### src/rtl/lut_coeff_loader_pkg.sv
// Shared constants and state encoding for the interpolation coefficient loader
// and the coefficient memories it feeds.
package lut_coeff_loader_pkg;

  localparam int LUT_SEGMENT_NUM = 14;
  localparam int LUT_BIN_NUM     = 256;
  localparam int LUT_DEPTH       = LUT_SEGMENT_NUM * LUT_BIN_NUM;
  localparam int LUT_RD_LAT      = 2;
  localparam int LUT_DATA_WIDTH  = 32;
  localparam int LUT_ADDR_WIDTH  = 12;

  typedef enum logic [1:0] {
    ST_IDLE   = 2'd0,
    ST_LOAD   = 2'd1,
    ST_FINISH = 2'd2,
    ST_CHECK  = 2'd3
  } load_state_e;

endpackage

### src/rtl/lut_seg_bin_counter.sv
// Segment/bin write-address counter: bins wrap and carry into the segment,
// with a terminal flag on the last table address.
module lut_seg_bin_counter
  import lut_coeff_loader_pkg::*;
#(
  parameter int SEGMENT_NUM = LUT_SEGMENT_NUM,
  parameter int BIN_NUM     = LUT_BIN_NUM,
  parameter int DEPTH       = LUT_DEPTH,
  parameter int ADDR_WIDTH  = LUT_ADDR_WIDTH
) (
  input  logic                  i_clk,
  input  logic                  i_rst,
  input  logic                  i_clr,
  input  logic                  i_inc,
  output logic [ADDR_WIDTH-1:0] o_addr,
  output logic                  o_terminal
);

  localparam int BIN_W = $clog2(BIN_NUM);
  localparam int SEG_W = ADDR_WIDTH - BIN_W;

  logic [BIN_W-1:0] r_bin_cnt;
  logic [SEG_W-1:0] r_seg_cnt;

  // Bin counter with carry into the segment counter.
  always_ff @(posedge i_clk) begin
    if (i_rst || i_clr) begin
      r_bin_cnt <= '0;
      r_seg_cnt <= '0;
    end else if (i_inc) begin
      if (r_bin_cnt == BIN_W'(BIN_NUM - 1)) begin
        r_bin_cnt <= '0;
        if (r_seg_cnt == SEG_W'(SEGMENT_NUM - 1)) begin
          r_seg_cnt <= '0;
        end else begin
          r_seg_cnt <= r_seg_cnt + SEG_W'(1);
        end
      end else begin
        r_bin_cnt <= r_bin_cnt + BIN_W'(1);
      end
    end else begin
      r_bin_cnt <= r_bin_cnt;
      r_seg_cnt <= r_seg_cnt;
    end
  end

  assign o_addr     = {r_seg_cnt, r_bin_cnt};
  assign o_terminal = (o_addr == ADDR_WIDTH'(DEPTH - 1));

endmodule

### src/rtl/lut_coeff_loader.sv
// Streams a coefficient table into one single-port coefficient memory and
// arbitrates that port with pipeline reads. Optional checksum: LUT_LOAD_CHECKSUM_EN.
module lut_coeff_loader
  import lut_coeff_loader_pkg::*;
#(
  parameter int DATA_WIDTH  = LUT_DATA_WIDTH,
  parameter int SEGMENT_NUM = LUT_SEGMENT_NUM,
  parameter int BIN_NUM     = LUT_BIN_NUM,
  parameter int DEPTH       = LUT_DEPTH,
  parameter int ADDR_WIDTH  = LUT_ADDR_WIDTH
) (
  input  logic                  clk,
  input  logic                  rst,
  input  logic                  start,
  input  logic                  in_valid,
  output logic                  in_ready,
  input  logic [DATA_WIDTH-1:0] in_data,
  input  logic                  in_last,
  input  logic                  rd_en,
  input  logic [ADDR_WIDTH-1:0] rd_address,
  output logic                  rd_valid,
  output logic [ADDR_WIDTH-1:0] mem_address,
  output logic [DATA_WIDTH-1:0] mem_data,
  output logic                  mem_wren,
  output logic                  mem_rden,
  output logic                  busy,
  output logic                  done,
  output logic                  error
);

  load_state_e           r_state;
  logic                  r_in_ready;
  logic                  r_busy;
  logic                  r_done;
  logic                  r_error;
  logic                  r_wren;
  logic                  r_rden;
  logic [ADDR_WIDTH-1:0] r_mem_addr;
  logic [DATA_WIDTH-1:0] r_mem_data;
  logic [LUT_RD_LAT-1:0] r_rd_sh;
`ifdef LUT_LOAD_CHECKSUM_EN
  logic [DATA_WIDTH-1:0] r_sum;
  logic                  w_chk_beat;
`endif

  logic                  w_start_load;
  logic                  w_beat;
  logic                  w_rd_issue;
  logic [ADDR_WIDTH-1:0] w_cnt_addr;
  logic                  w_terminal;

  assign w_start_load = (r_state == ST_IDLE) && start;
  assign w_beat       = (r_state == ST_LOAD) && in_valid && r_in_ready;
  assign w_rd_issue   = (r_state == ST_IDLE) && rd_en;
`ifdef LUT_LOAD_CHECKSUM_EN
  assign w_chk_beat   = (r_state == ST_CHECK) && in_valid && r_in_ready;
`endif

  lut_seg_bin_counter #(
    .SEGMENT_NUM (SEGMENT_NUM),
    .BIN_NUM     (BIN_NUM),
    .DEPTH       (DEPTH),
    .ADDR_WIDTH  (ADDR_WIDTH)
  ) u_cnt (
    .i_clk      (clk),
    .i_rst      (rst),
    .i_clr      (w_start_load),
    .i_inc      (w_beat),
    .o_addr     (w_cnt_addr),
    .o_terminal (w_terminal)
  );

  // Read-valid delay line; a read issued in IDLE always completes even if a load starts.
  always_ff @(posedge clk) begin
    if (rst) begin
      r_rd_sh <= '0;
    end else begin
      r_rd_sh <= {r_rd_sh[LUT_RD_LAT-2:0], w_rd_issue};
    end
  end

  // Load FSM with registered memory-port and status outputs.
  always_ff @(posedge clk) begin
    if (rst) begin
      r_state    <= ST_IDLE;
      r_in_ready <= 1'b0;
      r_busy     <= 1'b0;
      r_done     <= 1'b0;
      r_error    <= 1'b0;
      r_wren     <= 1'b0;
      r_rden     <= 1'b0;
      r_mem_addr <= '0;
      r_mem_data <= '0;
`ifdef LUT_LOAD_CHECKSUM_EN
      r_sum      <= '0;
`endif
    end else begin
      r_wren <= 1'b0;
      r_rden <= 1'b0;
      r_done <= 1'b0;
      case (r_state)
        ST_IDLE: begin
          r_rden     <= rd_en;
          r_mem_addr <= rd_address;
          if (start) begin
            r_state    <= ST_LOAD;
            r_busy     <= 1'b1;
            r_in_ready <= 1'b1;
            r_error    <= 1'b0;
`ifdef LUT_LOAD_CHECKSUM_EN
            r_sum      <= '0;
`endif
          end
        end
        ST_LOAD: begin
          if (w_beat) begin
            r_wren     <= 1'b1;
            r_mem_addr <= w_cnt_addr;
            r_mem_data <= in_data;
`ifdef LUT_LOAD_CHECKSUM_EN
            r_sum      <= r_sum + in_data;
`endif
            if (w_terminal && in_last) begin
`ifdef LUT_LOAD_CHECKSUM_EN
              r_state    <= ST_CHECK;
`else
              r_state    <= ST_FINISH;
              r_busy     <= 1'b0;
              r_in_ready <= 1'b0;
`endif
            end else if (w_terminal || in_last) begin
              // Early or missing in_last: abort; words already written stay written.
              r_state    <= ST_IDLE;
              r_error    <= 1'b1;
              r_busy     <= 1'b0;
              r_in_ready <= 1'b0;
            end
          end
        end
`ifdef LUT_LOAD_CHECKSUM_EN
        ST_CHECK: begin
          if (w_chk_beat) begin
            r_busy     <= 1'b0;
            r_in_ready <= 1'b0;
            if (in_data == r_sum) begin
              r_state <= ST_FINISH;
            end else begin
              r_state <= ST_IDLE;
              r_error <= 1'b1;
            end
          end
        end
`endif
        ST_FINISH: begin
          r_done     <= 1'b1;
          r_busy     <= 1'b0;
          r_in_ready <= 1'b0;
          r_state    <= ST_IDLE;
        end
        default: begin
          r_state    <= ST_IDLE;
          r_busy     <= 1'b0;
          r_in_ready <= 1'b0;
        end
      endcase
    end
  end

  assign in_ready    = r_in_ready;
  assign busy        = r_busy;
  assign done        = r_done;
  assign error       = r_error;
  assign mem_wren    = r_wren;
  assign mem_rden    = r_rden;
  assign mem_address = r_mem_addr;
  assign mem_data    = r_mem_data;
  assign rd_valid    = r_rd_sh[LUT_RD_LAT-1];

endmodule

### config.mk
export PLATFORM = sky130hd
export DESIGN_NAME = lut_coeff_loader
export DESIGN_NICKNAME = d
export VERILOG_FILES = /design/src/rtl/lut_coeff_loader_pkg.sv /design/src/rtl/lut_seg_bin_counter.sv /design/src/rtl/lut_coeff_loader.sv
export SDC_FILE = /design/constraint.sdc
export NUM_CORES = 1
export LEC_CHECK = 0
export BUFFER_PORTS_ARGS = -buffer_cell sky130_fd_sc_hd__clkbuf_2
export CORE_ASPECT_RATIO = 0.9
export CORE_MARGIN = 2
export CORE_UTILIZATION = 48
export CTS_CLUSTER_DIAMETER = 120
export DETAILED_ROUTE_END_ITERATION = 12
export PLACE_DENSITY = 0.9
export SYNTH_ARGS = -nofsm -noshare
export SYNTH_HDL_FRONTEND = slang
export SYNTH_SLANG_ARGS = --single-unit
### constraint.sdc
create_clock -name clk -period 1.65 [get_ports clk]
set_input_delay 0.0825 -clock clk [delete_from_list [all_inputs] [get_ports clk]]
set_output_delay 0.0825 -clock clk [all_outputs]
set_load 0.03 [all_outputs]
==> metrics.md <==
| Metric | Value |
|---|---|
| Num rows | `25` |
| Final Util | `70.5%` |
| Layout area overhead | `44.1%` |
| Vias post-DR | `2499` |
| # diodes | `0` |
| Worst Tran Pin Value | `0.409 ns` |
| Met3 Use GR | `approximately 7.7%` |
| Synth Area in Compound Gates | `12.3%` |
| Psw | `922 uW` |
| Die Span X | `80.5 um` |
| Fmax | `0.644 GHz` |
| Vias/cell | `5.04` |
| Seq/Total Area, Yosys | `50.7%` |
| Syn nets | `341` |
| Root Buffer | `clkbuf_8` |
| Final Hold Vio Count | `0` |
| Crit path DAT | `1.79 ns` |
| Port-buffer cells | `100` |
| Async SR Flop Fraction | `0%` |
| RD Place Congestion | `0.924` |
| Cell Area, Synth | `0.00252 sq mm` |
| Most used routing layer | `met2` |
| Core area | `0.00516 sq mm` |
| Count leader, synth | `nand2_1` |
| Final layout net count | `476` |
| Layout cell share with drive strength beyond 1 | `32.2%` |
| Tmin final | `between 1.5 and 2 ns` |
| Final setup TNS | `0 ns` |
| Total power | `3470 uW` |
| Distinct cells, synth | `35` |
| Final Cycle Share | `94.1%` |
| Max cap viols | `0` |
| Synth Area in Adders | `less than 1%` |
| Slew margin rel. | `72.5%` |
| Most area-consuming cells after synthesis | `dfxtp_1, nand2_1, a21oi_1` |
| Num CTS Buffers | `9` |
| Initial antenna violation count | `0` |
| Cell internal pwr | `~2600 uW` |
| Inst Count DP | `roughly 450` |
| Total gr overflow | `0` |
| Gr usage total | `23.4%` |
| Worst-path clk slew | `roughly 0.070 ns` |
| Chip height | `between 70 and 80 um` |
| Pin count of the biggest net entering global routing | `35` |
| Level count of the clock H-tree | `3` |
| TritonCTS clock tree | `built` |
| First-pass GRT wire length | `10500 um` |
| Syn_area_per_cell | `8.71 sq um` |
| Bufs on Longest Clock Path | `2` |
| Static Leak | `0.00164 uW` |
| Routed WL per cell | `between 10 and 15 um` |
| PwrDens | `955 mW/mm^2` |
| VDD IR max | `0.756 mV` |
| WP data required | `about 1.9 ns` |
| Post-synth top area share | `between 50% and 60%` |
| CTS sink cnt | `64` |
| Final setup fails | `0` |
| Remaining antenna violation count | `0` |
| Hold WC Path Type | `in -> reg` |
| Area of the die | `0.00586 sq mm` |
| WL final | `6690 um` |
| Register share of total power | `47.4%` |
| Crit path max fanout | `5` |
| Post-synth top area cell | `dfxtp_1` |
| Clock Power Share | `37.1%` |
| Drt first-iter violations | `between 150 and 200` |
| Final Max Slew Viols | `0` |
| Simple logic cell fraction of the synthesized area | `about a quarter` |
| DP Wirelength | `4320 um` |
| EDFF count, synth | `0` |
| Crit. End Element | `flip-flop` |
| Status | `finished, final reports clean` |
| Ys Warns | `0` |
| Post-synthesis xor/xnor area fraction | `2.78%` |
| DRC viols | `0` |
| Post-Layout Cell Count | `496` |
| Register bit count reported by yosys | `64` |
| Clk_skew | `0.00519 ns` |
| Combinational share of power | `15.5%` |
| Post-CTS Setup Repair Bufs | `0` |
| Grt met2 use | `39.4%` |
| Mux contribution to synthesized area | `roughly 5.2%` |
| Commonest cells in the netlist | `nand2_1, dfxtp_1, a21oi_1` |
| Crit path launch type | `flip-flop` |
| Met1 Use GR | `27.1%` |
| Initial Util | `~49%` |
| Main combinational cell family by area after synthesis | `simple AND/OR/NAND/NOR gates` |
| Synth Instances | `290` |
| Number of global-route vias before repair | `2328` |
| WS Path Type | `reg -> reg` |
| Sw frac | `approximately a quarter` |
| Drt first pass iters | `5` |
| Ports | `slightly above 100` |
| Ys flop type | `dfxtp_1` |
| Clk Latency, worst-skew pair | `0.34 ns` |
power by group through the flow:
| stage | sequential, uW | combinational, uW | clock, uW |
|---|---|---|---|
| floorplan | 1800 | 188 | 0 |
| global placement | 1680 | 464 | 0 |
| detailed placement | 1680 | 475 | 0 |
| CTS | 1650 | 534 | 1320 |
| global route | 1660 | 580 | 1380 |
| finish | 1650 | 538 | 1290 |
per-layer routing:
layer | wire, um | share of wire [%]
met5 | 0 | 0
met2 | 3400 | 51
met3 | 426 | 6.4
met1 | 2770 | 41
met4 | 95 | 1.4
sequential cells by signal, indices dropped and copies added, names as in the netlist, 2 cells and up:
register         cells
u_cnt.r_seg_cnt      4
mem_address         12
mem_data            32
r_state              2
r_rd_sh              2
u_cnt.r_bin_cnt      8
worst max-delay path, stage by stage, from the launching register on:
cell and delay [ns]:
dfxtp_1 0.34, ha_1 0.23, nand2_2 0.14, or4_1 0.52, o21ai_1 0.15, a21oi_1 0.07
layout make-up:
cell class,count,area (sq um)
Clock buffer,11,141
Multi-Input combinational cell,201,1150
Timing Repair Buffer,146,926
Inverter,3,11.3
Clock inverter,4,45.0
Tap cell,67,83.8
Fill cell,401,1520
Sequential cell,64,1280
cell families (layout without fill, tap and decap cells):
group	count (synthesis)	in the layout
DFF	64	64
xor gates and xnor gates	8	8
adders and majority gates	1	1
and+or+nand+nor	125	125
buffers and inverters	25	164
muxes	13	13
AOI/OAI and AO/OA	54	54
placed cells by master (no fill, tap or decap), types with 2 or more instances in the layout:
cell type,count
nor4_2,4
clkinv_2,3
clkbuf_8,10
nand3_1,2
nor3_1,2
a21oi_1,37
mux2i_1,13
clkbuf_2,100
nand2_1,70
nor2_1,26
buf_4,14
dlygate4sd3_1,32
xor2_1,3
nor3b_1,2
nor4b_1,3
dfxtp_1,63
o21ai_1,2
nand4_1,2
inv_1,3
xnor2_1,5
a211oi_1,13
path summary, 6_finish.rpt:
check	start	endpoint	slack [ns]	depth (start not counted)
setup / recovery	u_cnt.r_bin_cnt[0]$_SDFFE_PP0N_	u_cnt.r_seg_cnt[2]$_SDFFE_PP0P_	0.1	5
setup reg to reg	u_cnt.r_bin_cnt[0]$_SDFFE_PP0N_	u_cnt.r_seg_cnt[2]$_SDFFE_PP0P_	0.1	5
hold reg to reg	mem_data[11]$_SDFFE_PP0P_	mem_data[11]$_SDFFE_PP0P_	0.45	2
hold / removal	rd_en	r_rd_sh[0]$_SDFF_PP0_	0.03	2
what timing repair did:
| item | in CTS | in global routing |
|---|---|---|
| endpoints found under the setup margin | 0 | 4 |
| resized for setup | 0 | 4 |
| hold buffers | 32 | 0 |
| hold endpoints to repair | 32 | 0 |
through the flow:
step	setup WS, ns	hold WS, ns	instance area [sq um]
after detailed placement	0.0881	0.313	3110
after floorplan	0.0909	0.218	2530
after global placement	0.180	0.305	3110
final	0.0967	0.0260	3640
after global routing	-0.00943	0.0251	3640
after CTS	0.0690	0.00893	3610
(Power assumes the default switching activity.)
